`config.mk`:
```
export PLATFORM = sky130hd
export DESIGN_NAME = apu_length_bank
export DESIGN_NICKNAME = d
export VERILOG_FILES = /design/src/rtl/apu_pkg.sv /design/src/rtl/apu_length_slot.sv /design/src/rtl/apu_length_bank.sv
export SDC_FILE = /design/constraint.sdc
export NUM_CORES = 1
export LEC_CHECK = 0
export CAP_MARGIN = 20
export CORE_ASPECT_RATIO = 0.5
export CORE_MARGIN = 5
export CORE_UTILIZATION = 50
export DETAILED_ROUTE_END_ITERATION = 12
export HOLD_SLACK_MARGIN = 0.12
export PLACE_DENSITY = 0.75
export RECOVER_POWER = 50
export SLEW_MARGIN = 20
export SYNTH_ARGS = -nofsm -noshare
export SYNTH_HDL_FRONTEND = slang
export SYNTH_SLANG_ARGS = --single-unit
```
`constraint.sdc`:
```
create_clock -name clk -period 2.6 [get_ports clk]
set_input_delay 0.26 -clock clk [delete_from_list [all_inputs] [get_ports clk]]
set_output_delay 0.26 -clock clk [all_outputs]
set_load 0.05 [all_outputs]
```
`src/rtl/apu_pkg.sv`:
```
// Shared APU definitions: length table lookup and index width.
package apu_pkg;

    localparam int LEN_IDX_W = 5;

    // Standard NES length counter load table
    function automatic logic [7:0] length_lookup(logic [4:0] idx);
        logic [7:0] v;
        v = 8'd0;
        case (idx)
            5'h00: v = 8'd10;
            5'h01: v = 8'd254;
            5'h02: v = 8'd20;
            5'h03: v = 8'd2;
            5'h04: v = 8'd40;
            5'h05: v = 8'd4;
            5'h06: v = 8'd80;
            5'h07: v = 8'd6;
            5'h08: v = 8'd160;
            5'h09: v = 8'd8;
            5'h0A: v = 8'd60;
            5'h0B: v = 8'd10;
            5'h0C: v = 8'd14;
            5'h0D: v = 8'd12;
            5'h0E: v = 8'd26;
            5'h0F: v = 8'd14;
            5'h10: v = 8'd12;
            5'h11: v = 8'd16;
            5'h12: v = 8'd24;
            5'h13: v = 8'd18;
            5'h14: v = 8'd48;
            5'h15: v = 8'd20;
            5'h16: v = 8'd96;
            5'h17: v = 8'd22;
            5'h18: v = 8'd192;
            5'h19: v = 8'd24;
            5'h1A: v = 8'd72;
            5'h1B: v = 8'd26;
            5'h1C: v = 8'd16;
            5'h1D: v = 8'd28;
            5'h1E: v = 8'd32;
            5'h1F: v = 8'd30;
            default: v = 8'd0;
        endcase
        return v;
    endfunction

endpackage

```
`src/rtl/apu_length_slot.sv`:
```
// One APU length counter with load/half-clock collision rules
// and a one-cycle delayed halt flag.
module apu_length_slot
    import apu_pkg::*;
#(
    parameter int CNT_W = 8
) (
    input  logic             clk,
    input  logic             rst,
    input  logic             cpu_clk_en_i,
    input  logic             half_clk_en_i,
    input  logic             enable_i,
    input  logic             load_i,
    input  logic [CNT_W-1:0] load_val_i,
    input  logic             halt_i,
    output logic [CNT_W-1:0] count_o
);

    logic [CNT_W-1:0] count_q, count_d;
    logic             halt_q, halt_d;
    logic             is_zero;

    assign is_zero = (count_q == '0);

    always_comb begin
        count_d = count_q;
        halt_d  = halt_q;
        if (cpu_clk_en_i) begin
            halt_d = halt_i;
            if (!enable_i) begin
                count_d = '0;
            end else if (load_i && (!half_clk_en_i || is_zero)) begin
                count_d = load_val_i;
            end else if (half_clk_en_i && !halt_q && !is_zero) begin
                // Decision uses the previously sampled halt
                count_d = count_q - 1'b1;
            end
        end
    end

    always_ff @(posedge clk) begin
        if (rst) begin
            count_q <= '0;
            halt_q  <= 1'b0;
        end else begin
            count_q <= count_d;
            halt_q  <= halt_d;
        end
    end

    assign count_o = count_q;

endmodule

```
`src/rtl/apu_length_bank.sv`:
```
// Bank of NUM_CH length counters sharing one length lookup table.
module apu_length_bank
    import apu_pkg::*;
#(
    parameter int NUM_CH = 4,
    parameter int CNT_W  = 8
) (
    input  logic                      clk,
    input  logic                      rst,
    input  logic                      cpu_clk_en,
    input  logic                      half_clk_en,
    input  logic [NUM_CH-1:0]         enable,
    input  logic [NUM_CH-1:0]         load,
    input  logic [NUM_CH*LEN_IDX_W-1:0] load_idx,
    input  logic [NUM_CH-1:0]         halt,
    output logic [NUM_CH-1:0]         non_zero,
    output logic [NUM_CH*CNT_W-1:0]   count
);

    for (genvar i = 0; i < NUM_CH; i++) begin : g_ch
        logic [CNT_W-1:0] val;
        logic [CNT_W-1:0] cnt;

        assign val = CNT_W'(length_lookup(load_idx[i*LEN_IDX_W +: LEN_IDX_W]));

        apu_length_slot #(
            .CNT_W(CNT_W)
        ) u_slot (
            .clk          (clk),
            .rst          (rst),
            .cpu_clk_en_i (cpu_clk_en),
            .half_clk_en_i(half_clk_en),
            .enable_i     (enable[i]),
            .load_i       (load[i]),
            .load_val_i   (val),
            .halt_i       (halt[i]),
            .count_o      (cnt)
        );

        assign count[i*CNT_W +: CNT_W] = cnt;
        assign non_zero[i]             = |cnt;
    end

endmodule

```
==> metrics.md <==
| Metric | Value |
|---|---|
| Hold/Removal Path Class | reg -> reg |
| Slew Viols, Final | 0 |
| Net Sw Power | 0.9340 mW |
| Dominant synthesized flop cell | dfxtp_1 |
| Mapped Cells | 487 |
| Clock Pin Slew Worst Setup and Hold Paths | 0.05 ns |
| Min Tclk post-route | 2.361 ns |
| Hold Violations, Final | 0 |
| Pleak | 2.007 nW |
| Status | finished clean |
| CP Data Required Time | 2.34 ns |
| Grt total ovfl | 0 |
| Vias in the first global route | approximately 3500 |
| H-tree Lvls | 2 |
| Synthesized area per cell | 7.618 µm² |
| Clock Latency Late Sink | approximately 0.28 ns |
| FF+latch count, synth | 36 |
| Antenna diode count | 0 |
| Initial antenna violation count | 0 |
| Most common cell after layout, fill and taps aside | nor2_1 |
| Logic pwr share | 45.7% |
| Seq pwr share | 28.0% |
| Period utilization | about 91% |
| CTS tree | done |
| Die area | slightly above 0.009 mm² |
| Cell Area, Synth | 0.003710 mm² |
| Die H | 70.91 µm |
| Clk sink count | 36 |
| EDFF count, synth | 0 |
| Crit-path cells | inv_1 > ha_1 > or3b_1 > or3_2 > buf_4 |
| Crit end category | output port |
| Startpoint types | flop |
| F_max | 0.4235 GHz |
| Most frequent cells in the layout | nor2_1 (46), o21ai_0 (42), clkdlybuf4s50_1 (39) |
| CTS Buf Count | 5 |
| Area growth, synth to finish | 25.30% |
| Initial Utilization | slightly above 50% |
| Final setup fails | 0 |
| Setup TNS | 0 ns |
| Peak per-stage delay on the critical path | 0.52 ns |
| Number of synthesis warnings | 0 |
| CP max FO | 9 |
| Row cnt | 22 |
| GPL Wtd Cong | roughly 0.9 |
| Post-synthesis net count | approximately 550 |
| RSZ-0062 raised after global routing | no |
| HPWL Detailed | 7.516 mm |
| Slew @ Worst Pin | 0.8391 ns |
| CTS Buffer Depth | 2 |
| Vias per cell | between 6 and 7 |
| CP max stage cell | or3b_1 |
| P_int | 1.404 mW |
| DIE WIDTH | approximately 130 µm |
| Pwr/cell area | a little over 500 mW/mm² |
| Cell count after placement | between 600 and 700 |
| Clock share of power | approximately a quarter |
| Vias | 3930 |
| Sequential fraction of the synthesis area | 19.43% |
| Worst EP arrival | 2.10 ns |
| Placeable core region | 0.007267 mm² |
| Worst IR drop on VDD | between 0.0002 and 0.00025 V |
| Yosys cell types | 81 |
| ANT nets after route | 0 |
| Final Core Density | 63.96% |
| Switching part of the total | 39.94% |
| DRC viols | 0 |
| GRT Resource Usage Total | 20.51% |
| Wire length of the first global-routing pass | 16.75 mm |
| Final wirelength | 9.875 mm |
| Port Buf Inserts | 71 |
| Layout cells sized above 1 | 8.680% |
| # IOs | 72 |
| Drt first pass iters | 6 |
| Final nets | 617 |
| Layout Cells excl Fill | 649 |
| Maxcap violations | 0 |
| Top Family by Delay on Critical Path | simple AND/OR/NAND/NOR gates |
| Crit path buffers/inverters | 2 |
| Wirelength per Cell | 15.22 µm |
| DR iter-0 viols | 287 |
| Root Driver | clkbuf_16 |
| Reg-to-reg slack, setup | around 0.29 ns |
| Worst clock skew | 0.002735 ns |
| Share of flip-flops with an asynchronous set or reset | 0% |
| CTS Hold Bufs | 0 |
| Largest net degree at the start of global routing | 17 |
| Critical path class | reg -> out |
| Rel. slew slack | 44.06% |
[cells in the mapped netlist, drive strengths merged, types with 6 or more instances]
cell type   n  area, µm²
o22ai       7      43.79
nor4        8      65.06
buf         6      47.54
nor3       12      60.06
nor2       46      172.7
dfxtp      36      720.7
o221ai      7      61.31
nor2b      14      87.58
a21oi      23      118.9
or4         7      57.56
ha         28      350.3
o31ai       6      50.05
nand2b      8      50.05
or3         8      52.55
nand2      29      108.9
a211oi      6      45.04
clkbuf     20      95.09
nand3       9      45.04
o211ai     12      100.1
a31oi       9      77.57
inv        34      127.6
mux2i       7      70.07
o21ai      50      257.8
a22oi       9      67.56
[final timing paths]
kind                               end                       from  cells after the start
min          g_ch[2].u_slot.count_o[6]  g_ch[2].u_slot.count_o[6]                      2
max                        non_zero[2]  g_ch[2].u_slot.count_o[0]                      5
max reg2reg  g_ch[2].u_slot.count_o[4]  g_ch[2].u_slot.count_o[0]                      7
min reg2reg  g_ch[2].u_slot.count_o[6]  g_ch[2].u_slot.count_o[6]                      2
[repair_timing]
action / in CTS / in global routing
hold endpoints to repair: 0 / 0
setup buffers: 0 / 0
endpoints found under the setup margin: 0 / 1
gates resized for setup: 0 / 1
[power groups by stage]
stage          sequential [mW]  combinational (mW)  clock, mW
3_5_place_dp             0.665                1.07          0
2_1_floorplan            0.775               0.647          0
6_report                 0.654                1.07      0.617
3_3_place_gp             0.664                1.06          0
4_1_cts                  0.653                1.07      0.625
5_1_grt                  0.663                1.16      0.654
[tightest hold or removal path: cells and delay by family (launching register included)]
| family | cells | cell delay [ns] |
|---|---|---|
| DFF | 1 | 0.31 |
| AOI/OAI and AO/OA | 2 | 0.12 |
[routing by layer]
layer / up-vias / share of wire, % / track usage, %
met5: - / 0 / 0
met4: 0 / 0.66 / 3.763
met3: 11 / 5.8 / 3.125
met2: 129 / 46 / 34.04
met1: 1816 / 48 / 28.72
li1: 1974 / - / -
[logic make-up after synthesis]
logic type	synth area share [%]
simple gates	24.89
fa+ha+maj	9.444
compound gates	33.63
flops	19.43
buf+inv	7.285
mux	4.620
xor+xnor	0.7084
[flip-flops by register name, summed over array words and instances (netlist names)]
signal               count
g_ch.u_slot.halt_q       4
g_ch.u_slot.count_o     32
[through the flow]
step / power [mW] / worst slack, ns / hold slack, ns / cell area [µm²]
6_report: 2.338 / 0.2388 / 0.4920 / 4648
5_1_grt: 2.481 / 0.01001 / 0.5106 / 4648
4_1_cts: 2.352 / 0.1529 / 0.4952 / 4653
3_5_place_dp: 1.732 / 0.1612 / 0.4861 / 4501
3_3_place_gp: 1.724 / 0.2219 / 0.4852 / 4501
2_1_floorplan: 1.422 / 0.2108 / 0.4068 / 3710
[area by class of cell]
cell class	count	area, µm²
clock buffers	7	152.6
fillers	688	2619
inverters	34	127.6
multi-input cells	391	2718
flip-flops and latches	36	720.7
well taps	96	120.1
repair buffers	85	809.5
No activity file was read; power rests on OpenSTA's default activity.
